## src/rtl/fetch_queue.sv

```systemverilog
// fetch_queue: owns the fetch PC, drives instruction memory and buffers
// fetched words with their PC+4 in a small FIFO drained by decode.
// Optional feature macro: FETCH_QUEUE_BYPASS_EN (zero-latency path when empty).
module fetch_queue #(
    parameter int unsigned DEPTH    = 4,
    parameter logic [31:0] RESET_PC = 32'h0000_0000
) (
    input  logic                   clk,
    input  logic                   reset,
    output logic [31:0]            inst_addr,
    input  logic [31:0]            inst,
    input  logic                   imem_ready,
    input  logic                   redirect_en,
    input  logic [31:0]            redirect_pc,
    input  logic                   halted,
    output logic                   out_valid,
    input  logic                   out_ready,
    output logic [31:0]            out_inst,
    output logic [31:0]            out_pc_plus_4,
    output logic [$clog2(DEPTH):0] count
);

    localparam int unsigned PTR_W = $clog2(DEPTH);
    localparam int unsigned CNT_W = $clog2(DEPTH) + 1;

    logic [31:0]      fetch_pc;
    logic [31:0]      pc_plus_4;
    logic [PTR_W-1:0] rd_ptr;
    logic [PTR_W-1:0] wr_ptr;
    logic [CNT_W-1:0] cnt;
    logic [31:0]      buf_inst [DEPTH];
    logic [31:0]      buf_pc4  [DEPTH];

    logic full;
    logic empty;
    logic q_pop;
    logic fetch_ok;
    logic q_push;
    logic bypass;
    logic unused_redirect_lsbs;

    // Target low bits are architecturally ignored.
    assign unused_redirect_lsbs = ^redirect_pc[1:0];

    // Push/pop/bypass qualification; redirect suppresses both push and pop.
    always_comb begin
        full      = (cnt == CNT_W'(DEPTH));
        empty     = (cnt == '0);
        pc_plus_4 = fetch_pc + 32'd4;
        q_pop     = !empty && out_ready && !redirect_en;
        fetch_ok  = imem_ready && !halted && !redirect_en && (!full || q_pop);
`ifdef FETCH_QUEUE_BYPASS_EN
        bypass    = empty && fetch_ok && out_ready && !reset;
`else
        bypass    = 1'b0;
`endif
        q_push    = fetch_ok && !bypass;
    end

    // Fetch PC, pointers and occupancy; reset beats redirect beats push/pop.
    always_ff @(posedge clk) begin
        if (reset) begin
            fetch_pc <= RESET_PC;
            rd_ptr   <= '0;
            wr_ptr   <= '0;
            cnt      <= '0;
        end else if (redirect_en) begin
            fetch_pc <= {redirect_pc[31:2], 2'b00};
            rd_ptr   <= '0;
            wr_ptr   <= '0;
            cnt      <= '0;
        end else begin
            if (fetch_ok) begin
                fetch_pc <= pc_plus_4;
            end
            if (q_push) begin
                wr_ptr <= wr_ptr + PTR_W'(1);
            end
            if (q_pop) begin
                rd_ptr <= rd_ptr + PTR_W'(1);
            end
            if (q_push && !q_pop) begin
                cnt <= cnt + CNT_W'(1);
            end else if (q_pop && !q_push) begin
                cnt <= cnt - CNT_W'(1);
            end
        end
    end

    // Entry storage; contents need no reset since occupancy gates visibility.
    always_ff @(posedge clk) begin
        if (!reset && q_push) begin
            buf_inst[wr_ptr] <= inst;
            buf_pc4[wr_ptr]  <= pc_plus_4;
        end
    end

    // Head-of-queue view for decode, zeroed when nothing is available.
    always_comb begin
        out_valid     = !empty;
        out_inst      = 32'd0;
        out_pc_plus_4 = 32'd0;
        if (!empty) begin
            out_inst      = buf_inst[rd_ptr];
            out_pc_plus_4 = buf_pc4[rd_ptr];
        end
`ifdef FETCH_QUEUE_BYPASS_EN
        if (bypass) begin
            out_valid     = 1'b1;
            out_inst      = inst;
            out_pc_plus_4 = pc_plus_4;
        end
`endif
    end

    assign inst_addr = fetch_pc;
    assign count     = cnt;

endmodule

```

## config.mk

```make
export PLATFORM = sky130hd
export DESIGN_NAME = fetch_queue
export DESIGN_NICKNAME = d
export VERILOG_FILES = /design/src/rtl/fetch_queue.sv
export SDC_FILE = /design/constraint.sdc
export NUM_CORES = 1
export LEC_CHECK = 0
export ABC_AREA = 0
export CAP_MARGIN = 25
export CORE_MARGIN = 3
export CORE_UTILIZATION = 40
export CTS_BUF_LIST = sky130_fd_sc_hd__clkbuf_4 sky130_fd_sc_hd__clkbuf_8
export DETAILED_ROUTE_END_ITERATION = 6
export PLACE_DENSITY_LB_ADDON = 0.2
export RECOVER_POWER = 50
export SYNTH_ARGS = -nofsm -noshare
export SYNTH_HDL_FRONTEND = slang
export SYNTH_SLANG_ARGS = --single-unit
export TNS_END_PERCENT = 10
```

## constraint.sdc

```tcl
create_clock -name clk -period 4.65 [get_ports clk]
set_input_delay 1.1625 -clock clk [delete_from_list [all_inputs] [get_ports clk]]
set_output_delay 1.1625 -clock clk [all_outputs]
set_load 0.02 [all_outputs]
```

==> results.yml, run 1 <==
clocking:
  cts_buffer_depth: 3
  cts_tree: "yes"
  post_cts_resized: 0
  postCtsHoldBufs: 0
  post-cts-setup-buffers: 0
  path_clk_slew_ns: 0.05
  htreeDepth: 2
  cts.sinks: 287
  cts-root-buf: "clkbuf_8"
  cts_buffers: 47
  clk-insertion-delay-late_ns: 0.53
critical_path:
  crit_chain: "dlygate4sd3_1 -> nor4b_1 -> nor2_1 -> clkbuf_1 -> o311ai_0 -> a211oi_1"
  crit_type: "input pin to flop"
  critPathArrivalTime_ns: 4.40
  max_stage_delay_ns: 1.27
  end_kind: "flop"
  crit_path_start_kind: "input pin"
  worstPathMaxFanout: 9
  cp_data_required_time_ns: 5.04
  slowest_stage: "nor4b_1"
drt:
  ant_nets: 0
  dr_total_vias: 7338
  routed_wl_microns: 27900
  route.detailed.wl_per_inst_microns: 20.3
  dr.pass1.iters: 4
  drt_iter0_markers: 453
  via_per_inst: 5.35
  drcViolationCount: 0
power:
  combinationalPowerShare_pct: 7.8
  clkPwrFrac_pct: 37.9
  ir_drop_v: 0.000175
  swShare_pct: 22.3
  seqPwrFrac_pct: 54.3
  p_switching_mw: 1.19
  p_leak_nw: 4.90
  power_density_nw_per_um2: 349
  power.internal_mw: 4.13
  power_mw: 5.32
timing:
  finalMaxSlewViolations: 23
  grt_setup_unrepaired: "no"
  whs_ns: 0.493
  slew_headroom_pct: -37.2
  fin_setup_tns_ns: 0
  fmax_mhz: 249
  fin_skew_ns: 0.0101
  finalCritPeriodShare_pct: 86.3
  fin_crit_ns: 4.01
  worst_pin_slew_ns: 2.04
  finalHoldViolCount: 0
  setup_viol: 0
finish:
  final_net_count: 1026
  area_growth_pct: 23.3
  fin_util_pct: 50.8
  seq_area_sq_um: 8240
  final_area_sq_um: 15200
  n_fill_cell: 2552
  multi_input_area_sq_um: 3740
  antenna_cells: 0
  drive_gt1_share_pct: 16.3
global_routing:
  antenna_found_initial: 0
  grt.total_usage_pct: 16.9
  grt_pass1_vias: 7703
  grt_max_degree: 47
  grt_pass1_wl_microns: 44000
  overflow: 0
placement:
  gp_congestion: 0.811
  io_buffers: 163
  place_hpwl_microns: 17700
  place_area_sq_um: 14500
yosys:
  synth_seq_area_share_pct: 66.5
  ys_top_cells_by_count: "edfxtp_1 (248), and2_1 (65), mux4_2 (62)"
  yosys_register_bits: 287
  synth.avg_cell_area_sq_um: 16.1
  async_reset_ff_share_pct: 0
  syn-instance-count: 767
  synth_cell_types: 60
  ys_warn_count: 0
  synth_enable_flop_cells: 248
  yosys.area.top_type: "edfxtp_1"
  synth_area_leaders: "edfxtp_1 (60%), mux4_2 (11%), dfxtp_1 (6.3%)"
  synthesis.area_sq_um: 12400
  synth_top_area_share_pct: 60.2
  synth-main-ff-cell: "edfxtp_1"
  synth.most_common_cell: "edfxtp_1"
floorplanning:
  die_y_microns: 182
  ioPinCount: 170
  die_w_microns: 182
  core_sq_um: 30000
  start_util_pct: 41.2
  placementRows: 63
  fp.dieArea_sq_um: 33100
outcome:
  run_status: "finished with violations"
  violations: "capacitance limit, slew limit"
worst_hold_path:
  worstHoldPathType: "flop to flop"
flow_run:
  maxCapViolations: 2
layout by cell type (no fill, tap or decap), types with 8 or more instances in the layout:
cell type | netlist | final
clkbuf_8 | 3 | 50
buf_4 | 8 | 9
xnor2_1 | 25 | 25
dfxtp_1 | 39 | 37
mux4_2 | 62 | 62
a211oi_1 | 9 | 9
clkdlybuf4s50_1 | 0 | 112
edfxtp_1 | 248 | 248
inv_1 | 13 | 13
clkbuf_4 | 0 | 15
clkinv_1 | 0 | 14
nor3_1 | 12 | 12
nand2_1 | 22 | 22
xor2_1 | 16 | 16
and2_1 | 65 | 64
dlygate4sd3_1 | 0 | 51
nor2_1 | 45 | 45
buf_12 | 0 | 8
nand4_1 | 11 | 12
nor4_1 | 11 | 14
a21oi_1 | 10 | 10
o31ai_1 | 10 | 10
a311oi_1 | 14 | 14
nand3_1 | 19 | 19
through the flow:
stage | setup WS [ns] | instances
after global placement | 1.01 | 1289
after floorplan | 0.730 | 770
final | 0.637 | 1371
after CTS | 0.607 | 1371
after detailed placement | 1.01 | 1290
after global routing | 0.527 | 1371
state kept, by name (all words and copies together) (netlist names), named ones only:
register	cells
buf_inst	128
buf_pc4	120
inst_addr	30
count	3
rd_ptr	2
wr_ptr	2
layer usage:
| layer | share of wire [%] | GRT usage, % | wire [microns] | vias up |
|---|---|---|---|---|
| li1 | - | - | - | 3363 |
| met1 | 47 | 24.9 | 13200 | 3701 |
| met2 | 45 | 25.9 | 12600 | 242 |
| met3 | 6.1 | 3.79 | 1700 | 32 |
| met4 | 1.4 | 3.72 | 381 | 0 |
| met5 | 0 | 0 | 0 | - |
critical path: cells and delay by family:
family	cells	cell delay [ns]
AOI/OAI and AO/OA	2	0.49
and+or+nand+nor	2	1.75
buffers and inverters	2	0.99
power by group through the flow:
| stage | logic (mW) | clock network [mW] | registers (mW) |
|---|---|---|---|
| floorplan | 0.200 | 0 | 2.95 |
| finish | 0.415 | 2.02 | 2.89 |
| global placement | 0.425 | 0 | 2.94 |
| detailed placement | 0.432 | 0 | 2.94 |
| CTS | 0.434 | 2.09 | 2.89 |
| global route | 0.449 | 2.22 | 2.89 |
final timing paths:
check / start / end / slack [ns] / depth (start not counted)
min reg2reg: wr_ptr[1] / wr_ptr[1] / 0.49 / 2
max: out_ready / inst_addr[30] / 0.64 / 6
min: wr_ptr[1] / wr_ptr[1] / 0.49 / 2
max reg2reg: inst_addr[10] / buf_pc4[1][21] / 1.08 / 4
final cells by class:
cell class	count	share of cell area (%)
Clock inverter	16	0.410
Clock buffer	65	5.25
Tap cell	390	3.20
Timing Repair Buffer	183	12.3
Inverter	13	0.320
Multi-Input combinational cell	417	24.5
Sequential cell	287	54.0
kinds of logic after synthesis:
family                     count (synthesis)  synth area share (%)
adders and majority gates                  7                 0.769
and+or+nand+nor                          241                  11.8
buffers and inverters                     66                  2.86
DFF                                      287                  66.5
other                                      1                0.0303
muxes                                     63                  11.4
xor gates and xnor gates                  41                  2.90
AOI/OAI and AO/OA                         61                  3.76
No activity file was read; power rests on OpenSTA's default activity.
==> run 2: changes to the inputs <==
--- a/config.mk
+++ b/config.mk
@@ -11,6 +11,7 @@
 export CORE_UTILIZATION = 40
 export CTS_BUF_LIST = sky130_fd_sc_hd__clkbuf_4 sky130_fd_sc_hd__clkbuf_8
 export DETAILED_ROUTE_END_ITERATION = 6
+export HOLD_SLACK_MARGIN = 0.12
 export PLACE_DENSITY_LB_ADDON = 0.2
 export RECOVER_POWER = 50
 export SYNTH_ARGS = -nofsm -noshare
==> results of run 2 <==
Final layout, timing and power as in run 1 (identical DEF).
==> run 3: changes to the inputs <==
--- a/config.mk
+++ b/config.mk
@@ -14,7 +14,7 @@
 export HOLD_SLACK_MARGIN = 0.12
 export PLACE_DENSITY_LB_ADDON = 0.2
 export RECOVER_POWER = 50
+export SKIP_CTS_REPAIR_TIMING = 1
 export SYNTH_ARGS = -nofsm -noshare
 export SYNTH_HDL_FRONTEND = slang
 export SYNTH_SLANG_ARGS = --single-unit
-export TNS_END_PERCENT = 10
==> results of run 3 <==
Final layout, timing and power as in run 1 (identical DEF).
